<file path="src/rtl/wb_arb_pkg.sv">
// wb_arb_pkg: shared definitions for the Wishbone arbiter.
//   clog2          - ceiling log2 used for index, address and counter widths
//   wb_arb_state_e - arbiter FSM encoding (IDLE = 0, GRANT = 1)
package wb_arb_pkg;

  function automatic int clog2(input int value);
    int r;
    for (r = 0; (1 << r) < value; r++) begin
    end
    return r;
  endfunction

  typedef enum logic {
    WB_ARB_IDLE  = 1'b0,
    WB_ARB_GRANT = 1'b1
  } wb_arb_state_e;

endpackage

</file>
<file path="src/rtl/wb_arb_pick.sv">
// wb_arb_pick: combinational winner select.
// Scans the request vector starting at index 'start' and wrapping around;
// the first set request wins.
//   req   in  MASTERCOUNT : request vector (master i at bit i)
//   start in  IDXW        : first index examined
//   idx   out IDXW        : winning index (0 when no request)
//   vld   out 1           : at least one request is set
module wb_arb_pick
  import wb_arb_pkg::*;
#(
  parameter int MASTERCOUNT = 2,
  parameter int IDXW        = clog2(MASTERCOUNT)
) (
  input  logic [MASTERCOUNT-1:0] req,
  input  logic [IDXW-1:0]        start,
  output logic [IDXW-1:0]        idx,
  output logic                   vld
);

  always_comb begin
    idx = '0;
    vld = 1'b0;
    for (int k = 0; k < MASTERCOUNT; k++) begin
      int j;
      j = (int'(start) + k) % MASTERCOUNT;
      if (!vld && req[j]) begin
        vld = 1'b1;
        idx = IDXW'(j);
      end
    end
  end

endmodule

</file>
<file path="src/rtl/wb_arb.sv">
// wb_arb: multi-master pipelined Wishbone arbiter.
// Grants one master at a time and forwards its requests to the single slave
// port. The grant is held for as long as the owner keeps cyc high; a counter
// of accepted-but-unacknowledged requests throttles the owner at MAXPENDING
// and filters stray acks.
// Build option: define WB_ARB_ROUND_ROBIN_EN for round-robin arbitration;
// otherwise fixed priority (lowest index wins) and no pointer register.
// Ports:
//   clk_i, rst_i (sync, active-low)
//   m_wb_*  : packed per-master Wishbone ports, master i at slice i
//   s_wb_*  : downstream Wishbone master port
module wb_arb
  import wb_arb_pkg::*;
#(
  parameter int ARCHBITSZ   = 16,
  parameter int MASTERCOUNT = 2,
  parameter int MAXPENDING  = 4,
  localparam int SELW       = ARCHBITSZ / 8,
  localparam int ADDRBITSZ  = ARCHBITSZ - clog2(ARCHBITSZ / 8)
) (
  input  logic                             rst_i,
  input  logic                             clk_i,
  input  logic [MASTERCOUNT-1:0]           m_wb_cyc_i,
  input  logic [MASTERCOUNT-1:0]           m_wb_stb_i,
  input  logic [MASTERCOUNT-1:0]           m_wb_we_i,
  input  logic [ADDRBITSZ*MASTERCOUNT-1:0] m_wb_addr_i,
  input  logic [SELW*MASTERCOUNT-1:0]      m_wb_sel_i,
  input  logic [ARCHBITSZ*MASTERCOUNT-1:0] m_wb_dat_i,
  output logic [MASTERCOUNT-1:0]           m_wb_bsy_o,
  output logic [MASTERCOUNT-1:0]           m_wb_ack_o,
  output logic [ARCHBITSZ*MASTERCOUNT-1:0] m_wb_dat_o,
  output logic                             s_wb_cyc_o,
  output logic                             s_wb_stb_o,
  output logic                             s_wb_we_o,
  output logic [ADDRBITSZ-1:0]             s_wb_addr_o,
  output logic [SELW-1:0]                  s_wb_sel_o,
  output logic [ARCHBITSZ-1:0]             s_wb_dat_o,
  input  logic                             s_wb_bsy_i,
  input  logic                             s_wb_ack_i,
  input  logic [ARCHBITSZ-1:0]             s_wb_dat_i
);

  localparam int IDXW  = clog2(MASTERCOUNT);
  localparam int PENDW = clog2(MAXPENDING + 1);

  wb_arb_state_e    state_q, state_d;
  logic [IDXW-1:0]  gntidx_q, gntidx_d;
  logic [PENDW-1:0] pending_q, pending_d;

  logic [IDXW-1:0]  pick_start;
  logic [IDXW-1:0]  pick_idx;
  logic             pick_vld;

  logic             granted;
  logic             full;
  logic             stb_fwd;
  logic             accept;
  logic             ack_cnt;

  function automatic logic [PENDW-1:0] next_pending(input logic [PENDW-1:0] cur,
                                                    input logic inc,
                                                    input logic dec);
    case ({inc, dec})
      2'b10:   return cur + PENDW'(1);
      2'b01:   return cur - PENDW'(1);
      default: return cur;
    endcase
  endfunction

`ifdef WB_ARB_ROUND_ROBIN_EN
  logic [IDXW-1:0] rr_ptr_q, rr_ptr_d;

  assign pick_start = rr_ptr_q;

  // Next search begins just past the master being granted now.
  always_comb begin
    rr_ptr_d = rr_ptr_q;
    if (state_q == WB_ARB_IDLE && pick_vld) begin
      if (pick_idx == IDXW'(MASTERCOUNT - 1)) rr_ptr_d = '0;
      else                                    rr_ptr_d = pick_idx + IDXW'(1);
    end
  end

  always_ff @(posedge clk_i) begin
    if (!rst_i) rr_ptr_q <= '0;
    else        rr_ptr_q <= rr_ptr_d;
  end
`else
  assign pick_start = '0;
`endif

  wb_arb_pick #(
    .MASTERCOUNT (MASTERCOUNT),
    .IDXW        (IDXW)
  ) u_pick (
    .req   (m_wb_cyc_i),
    .start (pick_start),
    .idx   (pick_idx),
    .vld   (pick_vld)
  );

  assign granted = (state_q == WB_ARB_GRANT);
  assign full    = (pending_q == PENDW'(MAXPENDING));
  assign stb_fwd = granted && m_wb_stb_i[gntidx_q] && !full;
  assign accept  = stb_fwd && !s_wb_bsy_i;
  // Acks with nothing outstanding are dropped so the counter cannot wrap.
  assign ack_cnt = granted && s_wb_ack_i && (pending_q != '0);

  always_comb begin
    state_d   = state_q;
    gntidx_d  = gntidx_q;
    pending_d = pending_q;
    case (state_q)
      WB_ARB_IDLE: begin
        if (pick_vld) begin
          state_d   = WB_ARB_GRANT;
          gntidx_d  = pick_idx;
          pending_d = '0;
        end
      end
      WB_ARB_GRANT: begin
        // Owner dropping cyc is an abort: outstanding count is discarded.
        if (!m_wb_cyc_i[gntidx_q]) begin
          state_d   = WB_ARB_IDLE;
          pending_d = '0;
        end else begin
          pending_d = next_pending(pending_q, accept, ack_cnt);
        end
      end
      default: state_d = WB_ARB_IDLE;
    endcase
  end

  always_ff @(posedge clk_i) begin
    if (!rst_i) begin
      state_q   <= WB_ARB_IDLE;
      gntidx_q  <= '0;
      pending_q <= '0;
    end else begin
      state_q   <= state_d;
      gntidx_q  <= gntidx_d;
      pending_q <= pending_d;
    end
  end

  always_comb begin
    m_wb_bsy_o = '1;
    m_wb_ack_o = '0;
    s_wb_cyc_o = granted && m_wb_cyc_i[gntidx_q];
    s_wb_stb_o = stb_fwd;
    if (granted) begin
      m_wb_bsy_o[gntidx_q] = s_wb_bsy_i || full;
      m_wb_ack_o[gntidx_q] = ack_cnt;
    end
  end

  assign s_wb_we_o   = m_wb_we_i[gntidx_q];
  assign s_wb_addr_o = m_wb_addr_i[int'(gntidx_q)*ADDRBITSZ +: ADDRBITSZ];
  assign s_wb_sel_o  = m_wb_sel_i[int'(gntidx_q)*SELW +: SELW];
  assign s_wb_dat_o  = m_wb_dat_i[int'(gntidx_q)*ARCHBITSZ +: ARCHBITSZ];
  assign m_wb_dat_o  = {MASTERCOUNT{s_wb_dat_i}};

endmodule

</file>
<file path="config.mk">
export PLATFORM = sky130hd
export DESIGN_NAME = wb_arb
export DESIGN_NICKNAME = d
export VERILOG_FILES = /design/src/rtl/wb_arb_pkg.sv /design/src/rtl/wb_arb_pick.sv /design/src/rtl/wb_arb.sv
export SDC_FILE = /design/constraint.sdc
export NUM_CORES = 1
export LEC_CHECK = 0
export ABC_AREA = 1
export BUFFER_PORTS_ARGS = -buffer_cell sky130_fd_sc_hd__buf_2
export CORE_MARGIN = 10
export CORE_UTILIZATION = 32
export DETAILED_ROUTE_END_ITERATION = 12
export GPL_TIMING_DRIVEN = 0
export PLACE_DENSITY = 0.95
export SKIP_CTS_REPAIR_TIMING = 1
export SLEW_MARGIN = 20
export SYNTH_ARGS = -nofsm -noshare
export SYNTH_HDL_FRONTEND = slang
export SYNTH_SLANG_ARGS = --single-unit
</file>
<file path="constraint.sdc">
create_clock -name clk_i -period 2.9 [get_ports clk_i]
set_clock_uncertainty 0.05 [all_clocks]
set_input_delay 0.435 -clock clk_i [delete_from_list [all_inputs] [get_ports clk_i]]
set_output_delay 0.435 -clock clk_i [all_outputs]
set_load 0.02 [all_outputs]
</file>
==> impl_metrics.toml <==
[synthesis]
yosysTopAreaCellShare_pct = 39.7
yosysUniqueCellTypes = 23
async_flop_share_pct = 0
synth_area_um2 = 1090
synth_edf_count = 0
synth_area_leaders = "nand2_1 (40%), buf_4 (22%), dfxtp_1 (9.2%)"
synth_common_cells = "nand2_1 (115), buf_4 (32), nor2_1 (10)"
yosysSeqAreaShare_pct = 9.22
yosys.area.top_type = "nand2_1"
yosysWarnings = 0
syn-num-nets = 299
postSynthAreaPerCell_um2 = 5.27
synth_seq_cells = 5
yosys_most_used_dff = "dfxtp_1"
yosysMostFrequentCell = "nand2_1"
synthCells = 206

[floorplan]
die_h_um = 78.3
die_x_um = 78.3
io_pins = 164
core-area_um2 = 3310
dieArea_um2 = 6120
num_rows = 21
initial_utilization_pct = 32.8

[detailed_routing]
vias = 1669
vias_per_cell = 4.14
wl_mm = 5.33
drtIter0Drc = 37
drc = 0
ant_nets = 0
first_pass_iters = 4
wire_per_inst_um = 13.2

[run]
cap_violations = 0

[sta]
finalSetupTns_ps = 0
finalHoldViolCount = 0
drv_slew = 0
rsz0062_at_grt = "no"
fin_crit_sh_pct = 72.0
worst-slew-pin-transition_ps = 437
slew_headroom_pct = 70.9
report.final.setup_viol = 0
fmax_mhz = 479
fin_crit_ps = 2090

[power_and_ir_drop]
p_per_area_nw_per_um2 = 289
seq_power_share_pct = 15.5
internal_power_uw = 284
pwr-share-clk_pct = 14.8
ir_drop_mv = 0.246
leakage_nw = 1.27
switchingPower_uw = 266
pwr-share-comb_pct = 69.7
sw_frac_of_total_pct = 48.3

[layout]
diodes = 0
nNetsFinal = 451
fin_cells = 403
drive_gt1_share_pct = 55.7
areaGrowthSynthToFinish_pct = 75.5

[setup_path]
worst_ep_required_time_ps = 2410
r2r_slack_ps = 900
reg2reg_to = "pending_q[2]"
reg2reg_depth = 13
cp-startpoint = "gntidx_q"
endpoint = "s_wb_dat_o[11]"
crit_path_max_fanout = 10
critical_path_class = "flop to output pin"
r2r_start = "pending_q[0]"
arrival_ps = 1600
worst_setup_path_start_kind = "flop"
end_kind = "output pin"

[placement]
port_buffers = 147
dp.cells = 399
post-dp-hpwl_mm = 4.79
gp_congestion = 0.838

[clock_network]
htree_levels = 1
cts.clk_slew.worst_paths_ps = 50
cts_tree = "done"
clock_sinks = 5
numCtsBuffers = 3
cts.path.max_buffers = 2
worstSkewPairLatency_ps = 240
clockRootBuffer = "clkbuf_4"

[run_status]
status = "finished, final reports clean"

[grt]
antenna_found_initial = 0
grt_max_degree = 11
grt_overflow = 0
grtUsageTotal_pct = 15.6
grt_pass1_wl_mm = 8.16
grt_pass1_vias = 1679

[hold_path]
min_path_type = "input port to flop"
[placed cells by master (no fill, tap or decap), types with 4 or more instances in the layout]
cell / n
nand2_1: 115
nor2_1: 10
inv_2: 5
dfxtp_1: 5
inv_1: 7
nand3_1: 5
clkbuf_1: 4
buf_4: 32
buf_2: 148
[power groups by stage]
| stage | registers [mW] | logic (mW) | clock network, mW |
|---|---|---|---|
| after floorplan | 0.0842 | 0.242 | 0 |
| after global placement | 0.0860 | 0.379 | 0 |
| after detailed placement | 0.0869 | 0.387 | 0 |
| after CTS | 0.0855 | 0.388 | 0.0852 |
| after global routing | 0.0865 | 0.419 | 0.0918 |
| final | 0.0855 | 0.384 | 0.0813 |
[registers in the layout (all words and copies together) (netlist names)]
| name | count |
|---|---|
| granted | 1 |
| gntidx_q | 1 |
| pending_q | 3 |
[stage by stage]
stage	hold slack [ps]	cell area [um^2]	setup slack [ps]	total power [mW]	util [%]
after floorplan	483	1090	1090	0.326	-
after global placement	534	1880	941	0.465	56.8
after detailed placement	555	1880	889	0.474	56.8
after CTS	392	1910	788	0.559	57.6
after global routing	404	1910	631	0.598	57.6
final	399	1910	812	0.550	57.6
[cell type report]
class / instances / area [um^2]
repair buffers: 147 / 736
multi-input cells: 149 / 662
inverters: 12 / 45.0
flip-flops and latches: 5 / 100
clock buffers: 4 / 26.3
plain buffers: 40 / 279
fillers: 333 / 1410
well taps: 46 / 57.6
[critical path: stages, from the launching register on]
cell	delay, ps
dfxtp_1	390
buf_2	260
buf_1	360
nand2_1	100
nand2_1	80
buf_2	170
[how the worst min path moves through the flow]
stage                  start            to  slack [ps]  depth (start not counted)
3_3_place_gp    pending_q[0]  pending_q[0]         530                          2
4_1_cts        m_wb_cyc_i[0]      gntidx_q         390                          2
6_report       m_wb_cyc_i[0]      gntidx_q         400                          2
2_1_floorplan  m_wb_cyc_i[0]      gntidx_q         480                          1
5_1_grt        m_wb_cyc_i[0]      gntidx_q         400                          2
3_5_place_dp    pending_q[0]  pending_q[0]         560                          2
[logic make-up (layout without fill, tap and decap cells)]
logic type               count (synthesis)  in the layout  synth area share [%]
AO/OA/AOI/OAI                            9              9                  6.91
AND/OR/NAND/NOR                        138            138                  51.4
adder cells (fa/ha/maj)                  1              1                  1.84
flip-flops                               5              5                  9.22
XOR/XNOR                                 1              1                 0.807
buffers and inverters                   52            203                  29.8
[routing by layer]
layer	share of wire, %	GRT usage (%)
met3	11	6.72
met2	53	30.8
met1	36	15.1
met5	0	0
met4	0.51	1.61
No activity file was read; power rests on OpenSTA's default activity.
